`config.mk`:
```
export PLATFORM = sky130hd
export DESIGN_NAME = result_collector_02
export DESIGN_NICKNAME = d
export VERILOG_FILES = /design/src/rtl/result_collector_02.sv
export SDC_FILE = /design/constraint.sdc
export NUM_CORES = 1
export LEC_CHECK = 0
export ABC_CLOCK_PERIOD_IN_PS = 2000
export BUFFER_PORTS_ARGS = -buffer_cell sky130_fd_sc_hd__buf_2
export CAP_MARGIN = 20
export CORE_MARGIN = 3
export CORE_UTILIZATION = 50
export CTS_CLUSTER_DIAMETER = 100
export DETAILED_ROUTE_END_ITERATION = 8
export GPL_TIMING_DRIVEN = 0
export PLACE_DENSITY = 0.8
export SYNTH_ARGS = -nofsm -noshare
export SYNTH_HDL_FRONTEND = slang
export SYNTH_SLANG_ARGS = --single-unit
```
`constraint.sdc`:
```
create_clock -name CLK -period 2 [get_ports CLK]
set_input_delay 0.4 -clock CLK [delete_from_list [all_inputs] [get_ports CLK]]
set_output_delay 0.4 -clock CLK [all_outputs]
set_load 0.02 [all_outputs]
```
`src/rtl/result_collector_02.sv`:
```
// result_collector_02: tags upstream check calls with a sequence number and queues the results in a DEPTH-entry FIFO.
// Optional saturating sum of popped values is enabled by RESULT_COLLECTOR_02_SUM_EN.
module result_collector_02 #(
    parameter int DEPTH = 4
) (
    input  logic       CLK,
    input  logic       RST,
    output logic [5:0] check_d,
    output logic       CHenable,
    input  logic       RDY_check,
    input  logic [5:0] check,
    input  logic       EN_get,
    output logic [5:0] get,
    output logic       RDY_get
`ifdef RESULT_COLLECTOR_02_SUM_EN
    ,
    output logic [9:0] sum,
    output logic       RDY_sum
`endif
);
    localparam int AW = $clog2(DEPTH);
    localparam int CW = AW + 1;
    localparam logic [0:0] FILL = 1'b0;
    localparam logic [0:0] HOLD = 1'b1;

    logic [5:0]    mem [DEPTH];
    logic [AW-1:0] wptr, rptr;
    logic [CW-1:0] count, count_n;
    logic [5:0]    seq;
    logic [0:0]    state;
    logic          full, push, pop;

    always_comb begin
        full     = count == CW'(DEPTH);
        CHenable = RDY_check && !full && state == FILL && !RST;
        RDY_get  = count != '0 && !RST;
        push     = CHenable;
        pop      = EN_get && RDY_get;
        count_n  = count + CW'(push) - CW'(pop);
        check_d  = RST ? 6'd0 : seq;
        get      = mem[rptr];
    end

    always_ff @(posedge CLK)
        if (push)
            mem[wptr] <= check;

    // HOLD tracks a full FIFO; any pop drops count below DEPTH so FILL is restored on that edge
    always_ff @(posedge CLK) begin
        if (RST) begin
            wptr  <= '0;
            rptr  <= '0;
            count <= '0;
            seq   <= '0;
            state <= FILL;
        end else begin
            wptr  <= push ? wptr + 1'b1 : wptr;
            rptr  <= pop ? rptr + 1'b1 : rptr;
            seq   <= push ? seq + 6'd1 : seq;
            count <= count_n;
            state <= count_n == CW'(DEPTH) ? HOLD : FILL;
        end
    end

`ifdef RESULT_COLLECTOR_02_SUM_EN
    logic [10:0] sum_n;
    always_comb begin
        sum_n   = {1'b0, sum} + {5'd0, get};
        RDY_sum = !RST;
    end
    always_ff @(posedge CLK) begin
        if (RST)
            sum <= '0;
        else if (pop)
            sum <= sum_n[10] ? 10'd1023 : sum_n[9:0];
    end
`endif
endmodule

```
# Yosys cells after proc, flatten, opt, wreduce, memory -nomap -nowiden
# Memories as Yosys holds them, arrays and structs flattened. A register that Yosys moved wholly into a read port is not among the register bits.
# Cells that the tools add are included.
totals:
  reg_bits: 14
  ramBits: 24
  inputBits: 10
  word_cells: 28
  mem_count: 1
classes:
  addsub: 5
  n_eq_ne: 2
  n_mux: 6
  n_bitwise: 1
  reduce_logical: 8
memory_table:
  columns: ["memory", "words", "word_bits", "read_ports", "rd_ports_with_merged_regs", "wr", "line_no", "text"]
  rows:
  - ["mem", 4, 6, 1, 1, 1, "26", "logic [5:0] mem [DEPTH];"]
op_table:
  columns: ["op", "n"]
  rows:
  - ["adder 6 x 1 -> 6 bit (second input constant)", 1]
  - ["== test 3 bit (second input constant)", 2]
  - ["two-way mux 6 bit", 1]
  - ["logical AND 1 bit", 5]
  - ["adder 2 x 1 -> 2 bit (second input constant)", 2]
  - ["two-way mux 2 bit", 2]
  - ["adder 3 x 1 -> 3 bit", 1]
  - ["two-way mux 1 bit", 3]
  - ["nonzero test 3 bit", 1]
  - ["subtractor 3 x 1 -> 3 bit", 1]
  - ["logical NOT 1 bit", 2]
  - ["NOT 1 bit", 1]

# Depth between registers and ports, before layout
# Gate-level depths: netlist (run 1).
depth:
  depth_word: 9
  mapped_depth: 9

# Least setup slack after synthesis (run 1)
# Ideal clock, no wire load.
synth_timing:
  kind: "reg-to-reg"
  from: "reg count[1]"
  to: "reg state"
  setup_ns: 0.092
  arrival_ns: 1.964
  required_time_ns: 1.908
  path_slack_ns: -0.056
  stages_incl_launch_ff: 10
  synth_period_minus_slack_ns: 2.056
  path_cell_list: "dfxtp_1 nor3_2 nor3b_2 ha_1 inv_1 ha_1 fa_1 xnor2_1 xnor2_1 nor4_1"
synth_between:
  elab_cells_between_ends: 12
  cone_classes: "2 x add/sub; 2 x eq/ne; 1 x mux; 7 x reduce/logical"
synth_rtl:
  columns: ["element", "line_no", "text"]
  rows:
  - ["from (decl)", "28", "logic [CW-1:0] count, count_n;"]
  - ["from (signal assigned)", "60", "count <= count_n;"]
  - ["nonzero test 3 bit", "36", "RDY_get = count != '0 && !RST;"]
  - ["logical AND 1 bit", "36", null]
  - ["logical AND 1 bit", "38", "pop = EN_get && RDY_get;"]
  - ["via pop", "31", "logic full, push, pop;"]
  - ["subtractor 3 x 1 -> 3 bit", "39", "count_n = count + CW'(push) - CW'(pop);"]
  - ["== test 3 bit", "61", "state <= count_n == CW'(DEPTH) ? HOLD : FILL;"]
  - ["two-way mux 1 bit", "61", null]
  - ["to (signal assigned)", "61", null]
  - ["to (decl)", "30", "logic [0:0] state;"]
# The timed path passes the listed nets, and every way through them passes these cells.
# A chain may end at the register's enable or synchronous reset.

# Worst setup path in the final report (run 1)
# Ends and elaborated chain as after synthesis.

==> results.toml, run 1 <==
[run_status]
status = "complete, but fails checks"
violations = "setup timing"

[floorplan]
die_area_mm2 = 0.00415
start_util_pct = 54.1
rows = 20
chipHeight_um = 64.4
io_pins = 24
die_x_um = 64.4
core_mm2 = 0.00315

[layout]
design_area_mm2 = 0.00209
areaGrowthSynthToFinish_pct = 22.5
num_antenna_cells = 0
layoutNonFillerInstCount = 202
nets = 175
drive_above_1_share_pct = 38.6

[power]
p_total_mw = 2.39
power.leakage_nw = 0.808
cellPowerDensity_mw_per_mm2 = 1140
ir_drop_mv = 0.654

[cts]
clock_sink_count = 40
cts-root-buf = "clkbuf_4"
clk_latency_ns = 0.34
cts_tree = "done"
numCtsBuffers = 5
clockBufferDepth = 2
cts_max_level = 2
clk_pin_slew_ns = 0.12

[sta]
finalCritPeriodShare_pct = 101
max_freq_mhz = 493
rsz0062_at_grt = "true"
tns_ns = -0.0298
hold_violations = 0
finalCriticalPeriod_ns = 2.03
slew_viol_final = 0
setup_ws_ns = -0.0298
setup_viol = 1
relSlewSlack_pct = 78.8
tightest_slew_ns = 0.318
fin_skew_ns = 0.0118

[grt]
track_usage_pct = 16.3
grt_pass1_wl_um = 5020
grt.overflow.total = 0
grt_max_degree = 14
antenna_found_initial = 0
grt_pass1_vias = 1103

[placement]
place_hpwl_um = 2150
dpl_cell_area_mm2 = 0.00188
gp_congestion = 0.702
port_buffers = 23
dp.cells = 186

[logic_synthesis]
yosys_warnings = 0
synth_cell_types = 29
synthTopCellsByCount = "24 x edfxtp_1, 16 x dfxtp_1, 9 x nor2b_1"
yosysMostFrequentCell = "edfxtp_1"
synth_area_leaders = "edfxtp_1 42%, dfxtp_1 19%, mux4_2 7.9%"
synth_top_cell_by_area = "edfxtp_1"
postSynthCellCount = 119
synth_area_per_cell_um2 = 14.3
async_flop_share_pct = 0
synthFlopType = "edfxtp_1"
ys_ff_latch = 40
syn-num-nets = 137
seq_area_frac_synth_pct = 61.0
mappedNetlistArea_mm2 = 0.00171
synth_edf_count = 24
synth_top_area_share_pct = 42.3

[routing]
drt-initial-drc-count = 37
viasPerCell = 5.22
drcViolationCount = 0
wire_per_inst_um = 14.0
via_count = 1055
drtAntennaViolNets = 0
wl_um = 2830
detail_route.first_pass.iterations = 4

[worst_setup_path]
crit_arrival_ns = 2.28
path_buf_inv = 1
worst_setup_path_start_kind = "flip-flop"
crit_top_cell = "xnor2_2"
crit_path_max_fanout = 2
crit_path_end_kind = "flip-flop"
path_class = "flip-flop to flip-flop"
cp_data_required_time_ns = 2.25
cp_top_family = "adder cells"
slowest_stage = "dfxtp_4"
path_cells = "nor3_4 -> nor3b_4 -> ha_1 -> inv_2 -> ha_4 -> fa_2 -> xnor2_2 -> xnor2_2 -> nor4_2"
critPathMaxStageDelay_ns = 0.37

[worst_hold_path]
hp-class = "primary input to flip-flop"

[run]
drv_cap = 0
[final timing paths]
| path | end | slack (ns) | cells past startpoint | start |
|---|---|---|---|---|
| setup / recovery | state | -0.03 | 9 | count[1] |
| hold / removal | mem[0][3] | 0.27 | 1 | check[3] |
| setup reg to reg | state | -0.03 | 9 | count[1] |
| hold reg to reg | rptr[1] | 0.51 | 2 | rptr[1] |
[worst reg2reg max path: cells and delay by family, from the launching register on]
kind,cells,cell delay (ns)
buf+inv,1,0.04
fa+ha+maj,3,0.77
flops,1,0.37
xor+xnor,2,0.30
simple gates,3,0.47
[metrics by stage]
stage	hold slack [ns]	utilization (%)	setup slack, ns
after floorplan	0.453	-	0.00914
after global placement	0.466	59.8	-0.144
after detailed placement	0.476	59.8	-0.207
after CTS	0.246	64.7	-0.0716
after global routing	0.234	66.3	-0.151
final	0.265	66.3	-0.0298
[report_power, final]
group / switching, mW / internal, mW / leakage, nW
Combinational: 0.400 / 0.418 / 0.415
Clock: 0.252 / 0.261 / 0.0428
Sequential: 0.0804 / 0.976 / 0.350
Total: 0.732 / 1.66 / 0.808
[placed cells by master, fill, tap and decap left out, drive strengths merged, types with 2 or more instances in the layout]
cell | netlist | layout
buf | 3 | 34
edfxtp | 24 | 24
dfxtp | 16 | 16
nor2b | 9 | 9
ha | 7 | 7
mux4 | 6 | 6
nor2 | 6 | 6
inv | 6 | 6
nand3 | 5 | 5
clkbuf | 0 | 5
mux2 | 5 | 5
and2 | 4 | 4
a21oi | 4 | 4
nor3 | 4 | 4
o21ai | 3 | 3
nand2b | 2 | 2
nor3b | 2 | 2
mux2i | 2 | 2
xnor2 | 2 | 2
clkinv | 0 | 2
[state kept, by name, indices dropped and copies added, names as in the netlist, named ones only]
name,cells
wptr,2
count,3
state,1
seq,6
rptr,2
mem,24
[kinds of logic after synthesis]
logic type | count (synthesis) | share of synthesized area, %
adders and majority gates | 8 | 6.31
xor gates and xnor gates | 2 | 1.03
muxes | 13 | 12.6
buffers and inverters | 9 | 2.20
DFF | 40 | 61.0
AOI/OAI and AO/OA | 8 | 2.49
and+or+nand+nor | 39 | 14.3
[layer usage]
metal  vias to the layer above  wire length [µm]  track usage (%)
met5                         -                 0                0
met4                         0                22             7.92
met3                         3               103             4.75
met2                        21              1600             28.0
met1                       515              1110             18.4
li1                        516                 -                -
[final cells by class]
| cell class | instances | area (µm²) |
|---|---|---|
| Buffer | 3 | 21.3 |
| Clock buffer | 5 | 37.5 |
| Clock inverter | 3 | 42.5 |
| Fill cell | 267 | 1060 |
| Inverter | 6 | 22.5 |
| Multi-Input combinational cell | 70 | 688 |
| Sequential cell | 40 | 1050 |
| Tap cell | 44 | 55.1 |
| Timing Repair Buffer | 31 | 175 |
[what timing repair did]
action	4_1_cts	5_1_grt
pin swaps	2	2
setup buffers	5	3
hold buffers	0	0
endpoints found under the setup margin	9	4
hold endpoints to repair	0	0
resized for setup	10	5
gates cloned	0	0
No activity file was read; power rests on OpenSTA's default activity.
==> inputs of run 2 (changes only) <==
--- a/config.mk
+++ b/config.mk
@@ -14,6 +14,7 @@
 export DETAILED_ROUTE_END_ITERATION = 8
 export GPL_TIMING_DRIVEN = 0
 export PLACE_DENSITY = 0.8
+export RECOVER_POWER = 100
 export SYNTH_ARGS = -nofsm -noshare
 export SYNTH_HDL_FRONTEND = slang
 export SYNTH_SLANG_ARGS = --single-unit
==> run 2 against run 1 <==
  * Cell count did not move
  * The flow still finishes with violations (setup timing)
  * Wire length down 0.11%
  * Critical path depth stayed put
  * Core utilization fell by 0.24 points
  * Non-clock buffer count stayed put
  * Fmax hardly changed
  * Sequential share of layout area grew 0.18 points
  * Die area is the same
  * Worst setup slack about the same
  * Highest routed layer unchanged
  * Flip-flop and latch count unchanged
  * Global-route usage unchanged
==> results.toml, run 2 (synthesis gave the netlist of run 1 again) <==
[run_status]
status = "complete, but fails checks"
violations = "setup timing"

[sta]
finalCritPeriodShare_pct = 101
setup_viol = 1
max_freq_mhz = 493
hold_violations = 0
fin_skew_ns = 0.0120
tns_ns = -0.0298
setup_ws_ns = -0.0298
rsz0062_at_grt = "true"
slew_viol_final = 0
finalCriticalPeriod_ns = 2.03
relSlewSlack_pct = 79.0
tightest_slew_ns = 0.314

[cts]
cts_max_level = 2
numCtsBuffers = 5
clk_latency_ns = 0.34
clock_sink_count = 40
cts_tree = "done"
postCtsHoldBufs = 0
cts-root-buf = "clkbuf_4"
clk_pin_slew_ns = 0.12
clockBufferDepth = 2

[power]
ir_drop_mv = 0.653
p_total_mw = 2.39
netSwitchingFraction_pct = 30.7
cellPowerDensity_mw_per_mm2 = 1150
pwr-share-clk_pct = 21.5
power.leakage_nw = 0.791
p_comb_share_pct = 34.2
p_sw_mw = 0.732
p_seq_share_pct = 44.3
intPower_mw = 1.65

[worst_hold_path]
hp-class = "primary input to flip-flop"
hold_depth = 1

[floorplan]
rows = 20
start_util_pct = 54.1
die_area_mm2 = 0.00415
io_pins = 24
die_x_um = 64.4
chipHeight_um = 64.4
core_mm2 = 0.00315

[grt]
grt.busiest_layer = "met2"
grt_use_met3_pct = 4.75
grt_pass1_wl_um = 5020
grt_max_degree = 14
grt_use_met2_pct = 28.0
grt.overflow.total = 0
track_usage_pct = 16.3
antenna_found_initial = 0
grt_pass1_vias = 1103
met1_usage_pct = 18.4

[layout]
layoutNonFillerInstCount = 202
num_antenna_cells = 0
final_cell_mix = "24 x edfxtp_1, 19 x buf_2, 13 x dfxtp_1"
largest_reg_flops = 24
final_common_cell = "edfxtp_1"
design_area_mm2 = 0.00208
drive_above_1_share_pct = 34.8
nets = 175
areaGrowthSynthToFinish_pct = 22.1
reg_top3 = "mem (24), seq (6), count (3)"
top_register = "mem"

[placement]
dpl_cell_area_mm2 = 0.00188
dp.cells = 186
port_buffers = 23
gp_congestion = 0.702
place_hpwl_um = 2150

[routing]
via_count = 1055
detail_route.first_pass.iterations = 4
drt-initial-drc-count = 35
viasPerCell = 5.22
wl_um = 2830
wire_per_inst_um = 14.0
drtAntennaViolNets = 0
drcViolationCount = 0

[worst_setup_path]
slowest_stage = "dfxtp_4"
crit_path_end_kind = "flip-flop"
path_class = "flip-flop to flip-flop"
critPathMaxStageDelay_ns = 0.37
r2r_cells = 9
path_cells = "nor3_4 -> nor3b_4 -> ha_1 -> inv_2 -> ha_4 -> fa_2 -> xnor2_2 -> xnor2_2 -> nor4_2"
crit_top_cell = "xnor2_2"
cp_data_required_time_ns = 2.25
crit_path_max_fanout = 2
cp_top_family = "adder cells"
path_buf_inv = 1
cp_num_cells = 9
crit_arrival_ns = 2.28
worst_setup_path_start_kind = "flip-flop"

[run]
drv_cap = 0
[run 2: worst paths after layout]
kind | to | slack (ns) | start
min reg2reg | rptr[1] | 0.51 | rptr[1]
max | state | -0.03 | count[1]
min | mem[0][3] | 0.31 | check[3]
max reg2reg | state | -0.03 | count[1]
[run 2: metrics by stage]
| stage | utilization, % | worst slack (ns) | hold slack (ns) |
|---|---|---|---|
| after floorplan | - | 0.00914 | 0.453 |
| after global placement | 59.8 | -0.144 | 0.466 |
| after detailed placement | 59.8 | -0.207 | 0.476 |
| after CTS | 64.7 | -0.0716 | 0.246 |
| after global routing | 66.0 | -0.151 | 0.281 |
| final | 66.0 | -0.0298 | 0.307 |
[run 2: cell type report]
cell class                 count  area, µm²
fill                         271       1070
sequential                    40       1050
multi-input combinational     70        688
timing repair buffer          31        168
tap                           44       55.1
clock inverter                 3       42.5
clock buffer                   5       37.5
inverter                       6       22.5
buffer                         3       21.3
[run 2: metal layers]
| metal | share of wire (%) | vias to the layer above |
|---|---|---|
| met5 | 0 | - |
| met4 | 0.78 | 0 |
| met3 | 3.6 | 3 |
| met2 | 56 | 21 |
| met1 | 39 | 515 |
| li1 | - | 516 |
[run 2: what timing repair did]
| action | CTS | global route |
|---|---|---|
| pin swaps | 2 | 2 |
| gates resized for setup | 10 | 5 |
| buffers inserted | 5 | 3 |
| setup endpoints to repair | 9 | 4 |
[run 2: power by group through the flow]
stage / Combinational [mW] / Sequential (mW) / Clock, mW
3_3_place_gp: 0.586 / 1.05 / 0
6_report: 0.817 / 1.06 / 0.513
4_1_cts: 0.742 / 1.05 / 0.529
2_1_floorplan: 0.472 / 1.04 / 0
3_5_place_dp: 0.615 / 1.06 / 0
5_1_grt: 0.897 / 1.07 / 0.583
